===== config.mk =====
export PLATFORM = sky130hd
export DESIGN_NAME = regfile_dump_ctrl_flat
export DESIGN_NICKNAME = d
export VERILOG_FILES = /design/src/rtl/arm_dbg_pkg.sv /design/src/rtl/regfile_dump_ctrl_if.sv /design/src/rtl/regfile_dump_ctrl.sv /design/src/flat_wrapper.sv
export SDC_FILE = /design/constraint.sdc
export NUM_CORES = 1
export LEC_CHECK = 0
export CORE_ASPECT_RATIO = 0.6
export CORE_UTILIZATION = 38
export CTS_CLUSTER_DIAMETER = 120
export DETAILED_ROUTE_END_ITERATION = 6
export GPL_ROUTABILITY_DRIVEN = 0
export GPL_TIMING_DRIVEN = 0
export HOLD_SLACK_MARGIN = 0.1
export PLACE_DENSITY_LB_ADDON = 0.2
export SLEW_MARGIN = 20
export SYNTH_ARGS = -nofsm -noshare
export SYNTH_HDL_FRONTEND = slang
export SYNTH_SLANG_ARGS = --single-unit

===== constraint.sdc =====
create_clock -name clk -period 1.6 [get_ports clk]
set_input_delay 0.48 -clock clk [delete_from_list [all_inputs] [get_ports clk]]
set_output_delay 0.48 -clock clk [all_outputs]
set_load 0.02 [all_outputs]

===== src/rtl/arm_dbg_pkg.sv =====
// Shared debug-path types and constants for the processor register-bank dump logic.
package arm_dbg_pkg;

    typedef enum logic [2:0] {
        IDLE = 3'd0,
        SYNC = 3'd1,
        READ = 3'd2,
        SEND = 3'd3,
        DONE = 3'd4
    } dump_state_t;

    // R15 is the PC and lives outside the bank, so a dump can never address it.
    localparam logic [3:0] REG_PC        = 4'd15;
    localparam int         DUMP_MAX_REGS = 15;

    function automatic logic is_hold_state(input dump_state_t s);
        return (s == SYNC) || (s == READ) || (s == SEND);
    endfunction

endpackage


===== src/rtl/regfile_dump_ctrl_if.sv =====
// Beat stream carrying one register value per handshake from the dump controller to its consumer.
interface regfile_dump_ctrl_if #(
    parameter int DATA_W = 32
);
    logic              out_valid;
    logic              out_ready;
    logic [3:0]        out_idx;
    logic [DATA_W-1:0] out_data;
    logic              out_last;

    modport master (
        output out_valid,
        output out_idx,
        output out_data,
        output out_last,
        input  out_ready
    );

    modport slave (
        input  out_valid,
        input  out_idx,
        input  out_data,
        input  out_last,
        output out_ready
    );
endinterface


===== src/rtl/regfile_dump_ctrl.sv =====
// Debug reader that stalls the core and streams R0..R(NREGS-1) out through a dedicated
// register-file read port, one register per handshake beat.
module regfile_dump_ctrl
    import arm_dbg_pkg::*;
#(
    parameter int NREGS  = 15,
    parameter int DATA_W = 32
) (
    input  logic              clk,
    input  logic              reset,
    input  logic              start,
    output logic              busy,
    output logic              done,
    output logic              hold,
    output logic [3:0]        ra,
    input  logic [DATA_W-1:0] rd,
    regfile_dump_ctrl_if.master dump
);

    if (NREGS < 1 || NREGS > DUMP_MAX_REGS || (NREGS - 1) >= int'(REG_PC)) begin : g_bad_nregs
        $error("regfile_dump_ctrl: NREGS must be in 1..15");
    end

    localparam logic [3:0] LAST_IDX = 4'(NREGS - 1);

    dump_state_t       state, state_n;
    logic [3:0]        idx, idx_n;
    logic              busy_n, done_n, hold_n, valid_n, last_n, capture;
    logic [DATA_W-1:0] data_p1;
    logic [3:0]        idx_p1;

    always_ff @(posedge clk or posedge reset) begin
        if (reset) begin
            state <= IDLE;
            idx   <= '0;
        end else begin
            state <= state_n;
            idx   <= idx_n;
        end
    end

    always_comb begin
        state_n = state;
        idx_n   = idx;
        case (state)
            IDLE: begin
                if (start) begin
                    state_n = SYNC;
                    idx_n   = '0;
                end
            end
            SYNC: state_n = READ;
            READ: state_n = SEND;
            SEND: begin
                if (dump.out_ready) begin
                    if (idx == LAST_IDX) begin
                        state_n = DONE;
                    end else begin
                        state_n = READ;
                        idx_n   = idx + 4'd1;
                    end
                end
            end
            DONE:    state_n = IDLE;
            default: state_n = IDLE;
        endcase
    end

    // Outputs are decoded from the next state and registered, so they never glitch.
    always_comb begin
        busy_n  = (state_n != IDLE);
        hold_n  = is_hold_state(state_n);
        done_n  = (state_n == DONE);
        valid_n = (state_n == SEND);
        last_n  = (state_n == SEND) && (idx_n == LAST_IDX);
        capture = (state == READ);
    end

    always_ff @(posedge clk or posedge reset) begin
        if (reset) begin
            busy      <= 1'b0;
            done      <= 1'b0;
            hold      <= 1'b0;
            dump.out_valid <= 1'b0;
            dump.out_last  <= 1'b0;
        end else begin
            busy      <= busy_n;
            done      <= done_n;
            hold      <= hold_n;
            dump.out_valid <= valid_n;
            dump.out_last  <= last_n;
        end
    end

    // ---- READ -> SEND boundary: capture read data, held until the beat is accepted
    always_ff @(posedge clk or posedge reset) begin
        if (reset) begin
            data_p1 <= '0;
            idx_p1  <= '0;
        end else if (capture) begin
            data_p1 <= rd;
            idx_p1  <= idx;
        end
    end

    assign dump.out_data = data_p1;
    assign dump.out_idx  = idx_p1;
    assign ra            = idx;

endmodule


===== src/flat_wrapper.sv =====
// flat-port wrapper written by rule: the top's interface ports become plain ports
module regfile_dump_ctrl_flat import arm_dbg_pkg::*;
#(
    parameter int NREGS  = 15,
    parameter int DATA_W = 32
)
  (clk, reset, start, busy, done, hold, ra, rd, dump_out_valid, dump_out_idx, dump_out_data, dump_out_last, dump_out_ready);
  regfile_dump_ctrl_if #(.DATA_W(DATA_W)) dump_i ();
  input  logic clk;
  input  logic reset;
  input  logic start;
  output logic busy;
  output logic done;
  output logic hold;
  output logic [3:0] ra;
  input  logic [DATA_W-1:0] rd;
  output wire logic [$bits(dump_i.out_valid)-1:0] dump_out_valid;
  output wire logic [$bits(dump_i.out_idx)-1:0] dump_out_idx;
  output wire logic [$bits(dump_i.out_data)-1:0] dump_out_data;
  output wire logic [$bits(dump_i.out_last)-1:0] dump_out_last;
  input wire logic [$bits(dump_i.out_ready)-1:0] dump_out_ready;
  assign dump_out_valid = dump_i.out_valid;
  assign dump_out_idx = dump_i.out_idx;
  assign dump_out_data = dump_i.out_data;
  assign dump_out_last = dump_i.out_last;
  assign dump_i.out_ready = dump_out_ready;
  regfile_dump_ctrl #(.NREGS(NREGS), .DATA_W(DATA_W)) u_core (.clk(clk), .reset(reset), .start(start), .busy(busy), .done(done), .hold(hold), .ra(ra), .rd(rd), .dump(dump_i));
endmodule

==> PnR_summary.wiki <==
{| class="wikitable"
! Metric !! Value
|-
| Capture endpoint of the worst hold path || u_core.dump.out_data[18]
|-
| Gate count after technology mapping || 143
|-
| Arr. time, crit path || 1.82 ns
|-
| Antenna violations before repair || 0
|-
| Post-synthesis sequential element count || 48
|-
| Syn Std Cell Area || 2010 um^2
|-
| Cell at the slowest stage of the critical path || sky130_fd_sc_hd__clkdlybuf4s50_1
|-
| Number of sinks handled by clock tree synthesis || 48
|-
| CP Cell Sequence || clkdlybuf4s50_1, and4b_1, a41oi_1, and3b_1, and4_1
|-
| Antenna diode count || 0
|-
| Count of antenna-violating nets left after detailed routing || 0
|-
| Grt total ovfl || 0
|-
| Net switching share of the total power || 0.319
|-
| Largest family of logic cells by synthesized area || multiplexers
|-
| Number of buffers inserted by port buffering || 80
|-
| Count of boundary I/O pins || 81
|-
| Hold Crit Start || u_core.dump.out_data[18]
|-
| Ys flop type || sky130_fd_sc_hd__dfrtp_1
|-
| Number of hold-slack violations in the final timing report || 0
|-
| Worst setup slack before clock tree synthesis || -0.310 ns
|-
| Share of async-settable or async-resettable flops after synthesis || 1.00
|-
| Maximum fanout along the worst path || 2
|-
| Unrepaired setup endpoints after global routing || true
|-
| FF-to-FF setup slack || 0.06 ns
|-
| Crit path max-delay family || simple AND/OR/NAND/NOR gates
|-
| Logic gate share of total power || 0.335
|-
| Post-synth EDFFs || 0
|-
| CP endpoint kind || register
|-
| Number of placement rows || 20
|-
| Total via count after detailed routing || 1,483
|-
| Largest cells by area after synthesis || sky130_fd_sc_hd__dfrtp_1 (60%), sky130_fd_sc_hd__mux2_2 (19%), sky130_fd_sc_hd__buf_6 (2.2%)
|-
| Die Area || 5580 um^2
|-
| Portion of total power attributed to the clock network || 0.228
|-
| WP buf/inv || 1
|-
| TritonCTS Buffers || 5
|-
| Worst IR drop on VDD || 0.000665 V
|-
| Max H-tree Level || 2
|-
| Die boundary height || 58.3 um
|-
| GRT Total Usage || 0.162
|-
| Tightest hold margin || 0.485 ns
|-
| Fraction of the mapped netlist area in compound gates || 0.0630
|-
| Min-delay worst type || reg2reg
|-
| Pins Over Slew Limit || 0
|-
| PnR worst setup slack || -0.0323 ns
|-
| Final cell count without fillers || 301
|-
| Number of buffers on the longest clock path || 2
|-
| DR WL/cell || 13.9 um
|-
| Minimum period implied by the final worst setup slack || 1.63 ns
|-
| Final-stage net count || 272
|-
| Count of placed standard cells including taps || 289
|-
| Warnings, synthesis || 0
|-
| Detailed Routing Iterations Pass 1 || 4
|-
| Xor-xnor portion of the synthesized cell area || 0
|-
| Simple-gate share of the synthesized area || 0.0811
|-
| Startpoint of the worst-slack reg-to-reg timing path || u_core.ra[0]
|-
| DRC marker count from the first detailed-route iteration || 93
|-
| Reg power frac || 0.437
|-
| Critical path's largest stage delay || 0.41 ns
|-
| Worst Tran Pin Value || 0.344 ns
|-
| Worst relative slew slack || 0.770
|-
| Worst endpoint required time || 1.78 ns
|-
| Synthesized net count || 181
|-
| Critical Setup Path Class || in2reg
|-
| Reported net switching power || 1.17 mW
|-
| HPWL reported at the end of detailed placement || 3080 um
|-
| Distinct cell type count after synthesis || 32
|-
| P per Cell Area || 1230 nW/um^2
|-
| Total wirelength of the detailed-routed design || 4190 um
|-
| Critical register-to-register path endpoint || u_core.dump.out_last
|-
| Portion of netlist area occupied by mux cells || 0.202
|-
| Core outline area || 5080 um^2
|-
| X dimension of the die || 95.8 um
|-
| Worst hold stages || 1
|-
| Startpoint of the worst setup timing path || dump_out_ready
|-
| Most instantiated library cell after synthesis || sky130_fd_sc_hd__dfrtp_1
|-
| Clock root buffer || sky130_fd_sc_hd__clkbuf_8
|-
| Path length in cells of the critical path || 5
|-
| Proportion of layout cells with a drive suffix above 1 || 0.260
|-
| Via density || 4.93
|-
| Worst clock skew on the final layout || 0.00664 ns
|-
| DRC violations left || 0
|-
| Maximum clock frequency || 613 MHz
|-
| Violated checks || negative setup slack
|-
| Leakage power || 1.33 nW
|-
| Clock transition at the registers of the reported paths || 0.08 ns
|-
| Hold Buf Count CTS || 0
|-
| First-pass GRT wire length || 6590 um
|-
| Maximum number of pins on one net before global-route repair || 49
|-
| Cell type contributing the most total cell area after synthesis || sky130_fd_sc_hd__dfrtp_1
|-
| Skew-Pair Late Insertion Delay || 0.29 ns
|-
| Ratio of final minimum period to clock period || 1.02
|-
| Cell types with the highest counts after synthesis || sky130_fd_sc_hd__dfrtp_1 (48), sky130_fd_sc_hd__mux2_2 (34), sky130_fd_sc_hd__o21ai_0 (6)
|-
| Number of global-route vias before repair || 1,359
|-
| Synth Area per Inst || 14.0 um^2
|-
| Status || finished, violations left
|-
| Synth-to-Final Area Change || 49.5%
|-
| Area fraction of the dominant cell type after synthesis || 0.599
|-
| Launching element type of the critical path || input pin
|-
| Clock tree from TritonCTS || yes
|-
| Final number of setup-violating endpoints || 1
|-
| Effective utilization at floorplan || 0.395
|-
| Sequential fraction of the synthesis area || 0.599
|-
| Reported max-cap violation count || 0
|-
| Adder-cell share of the synthesized area || 0.0125
|-
| Number of cell instances on the worst register-to-register path || 6
|-
| Int Pwr || 2.51 mW
|}
==> power groups by stage <==
| stage | registers [mW] | logic, mW | clock network, mW |
|---|---|---|---|
| after floorplan | 1.92 | 0.404 | 0 |
| after global placement | 1.64 | 1.36 | 0 |
| after detailed placement | 1.65 | 1.37 | 0 |
| after CTS | 1.62 | 1.20 | 0.879 |
| after global routing | 1.65 | 1.33 | 0.929 |
| final | 1.61 | 1.23 | 0.840 |
==> per-layer routing <==
metal | track usage | vias up | wire length, um
met1 | 0.236 | 710 | 1980
met4 | 0.0512 | 0 | 29
met2 | 0.204 | 67 | 1640
met3 | 0.0827 | 4 | 537
li1 | - | 702 | -
met5 | 0 | - | 0
==> flip-flops by register name, summed over array words and instances, names as in the netlist <==
register and cells:
u_core.busy 1, u_core.dump.out_last 1, u_core.dump.out_valid 1, u_core.done 1, u_core.state 3, u_core.dump.out_idx 4
u_core.dump.out_data 32, u_core.ra 4, u_core.hold 1
==> worst max-delay path by stage <==
| stage | endpoint | slack (ns) |
|---|---|---|
| floorplan | u_core.dump.out_last | 0.03 |
| global placement | u_core.dump.out_last | -0.31 |
| detailed placement | u_core.dump.out_last | -0.31 |
| CTS | u_core.dump.out_last | 0.004 |
| global route | u_core.dump.out_last | -0.04 |
| finish | u_core.dump.out_last | -0.03 |
==> cell type report <==
class                      instances  area (um^2)
clock buffer                       6         72.6
buffer                             8         70.1
timing repair buffer              84          790
inverter                           4         18.8
multi-input combinational         83          726
clock inverter                     2         35.0
fill                             440         2080
tap                               66         82.6
sequential                        48         1200
==> cells by family after synthesis <==
kind of cell	after synthesis
AOI/OAI and AO/OA	19
adders and majority gates	2
DFF	48
buffers and inverters	12
and+or+nand+nor	26
muxes	36
==> stage by stage <==
stage | total power, mW | area (um^2) | TNS (ns) | utilization
after floorplan | 2.33 | 2010 | 0 | -
after global placement | 3.00 | 2890 | -6.10 | 0.569
after detailed placement | 3.01 | 2890 | -5.85 | 0.569
after CTS | 3.70 | 2950 | 0 | 0.580
after global routing | 3.91 | 3000 | -0.0623 | 0.590
final | 3.68 | 3000 | -0.0323 | 0.590
==> cells in the final DEF, fill, tap and decap left out, types with 2 or more instances in the layout <==
cell type	count
sky130_fd_sc_hd__buf_2	2
sky130_fd_sc_hd__ha_1	2
sky130_fd_sc_hd__inv_1	3
sky130_fd_sc_hd__o21ai_0	5
sky130_fd_sc_hd__a31oi_1	2
sky130_fd_sc_hd__and3b_1	2
sky130_fd_sc_hd__dfrtp_1	46
sky130_fd_sc_hd__a21oi_1	4
sky130_fd_sc_hd__nor2_1	5
sky130_fd_sc_hd__clkdlybuf4s50_1	35
sky130_fd_sc_hd__buf_6	4
sky130_fd_sc_hd__mux2_2	34
sky130_fd_sc_hd__nand2_1	3
sky130_fd_sc_hd__a41oi_1	2
sky130_fd_sc_hd__mux2_1	2
sky130_fd_sc_hd__buf_4	5
sky130_fd_sc_hd__nand3_1	3
sky130_fd_sc_hd__clkbuf_8	5
sky130_fd_sc_hd__nand2b_1	2
sky130_fd_sc_hd__clkdlybuf4s15_1	2
sky130_fd_sc_hd__dlygate4sd2_1	43
sky130_fd_sc_hd__dfrtp_2	2
==> worst register-to-register path: stages, from the launching register on <==
cell and delay, ns:
sky130_fd_sc_hd__dfrtp_2 0.44, sky130_fd_sc_hd__inv_1 0.06, sky130_fd_sc_hd__ha_1 0.23, sky130_fd_sc_hd__and2_1 0.19
sky130_fd_sc_hd__o21ai_1 0.17, sky130_fd_sc_hd__a31oi_2 0.12, sky130_fd_sc_hd__and4_1 0.21
==> timing repair <==
item                       CTS  global route
gates resized for setup     48             3
setup endpoints to repair   47            34
pin swaps                    0             1
buffers inserted             0             3
Power figures use the tool's default switching activity.
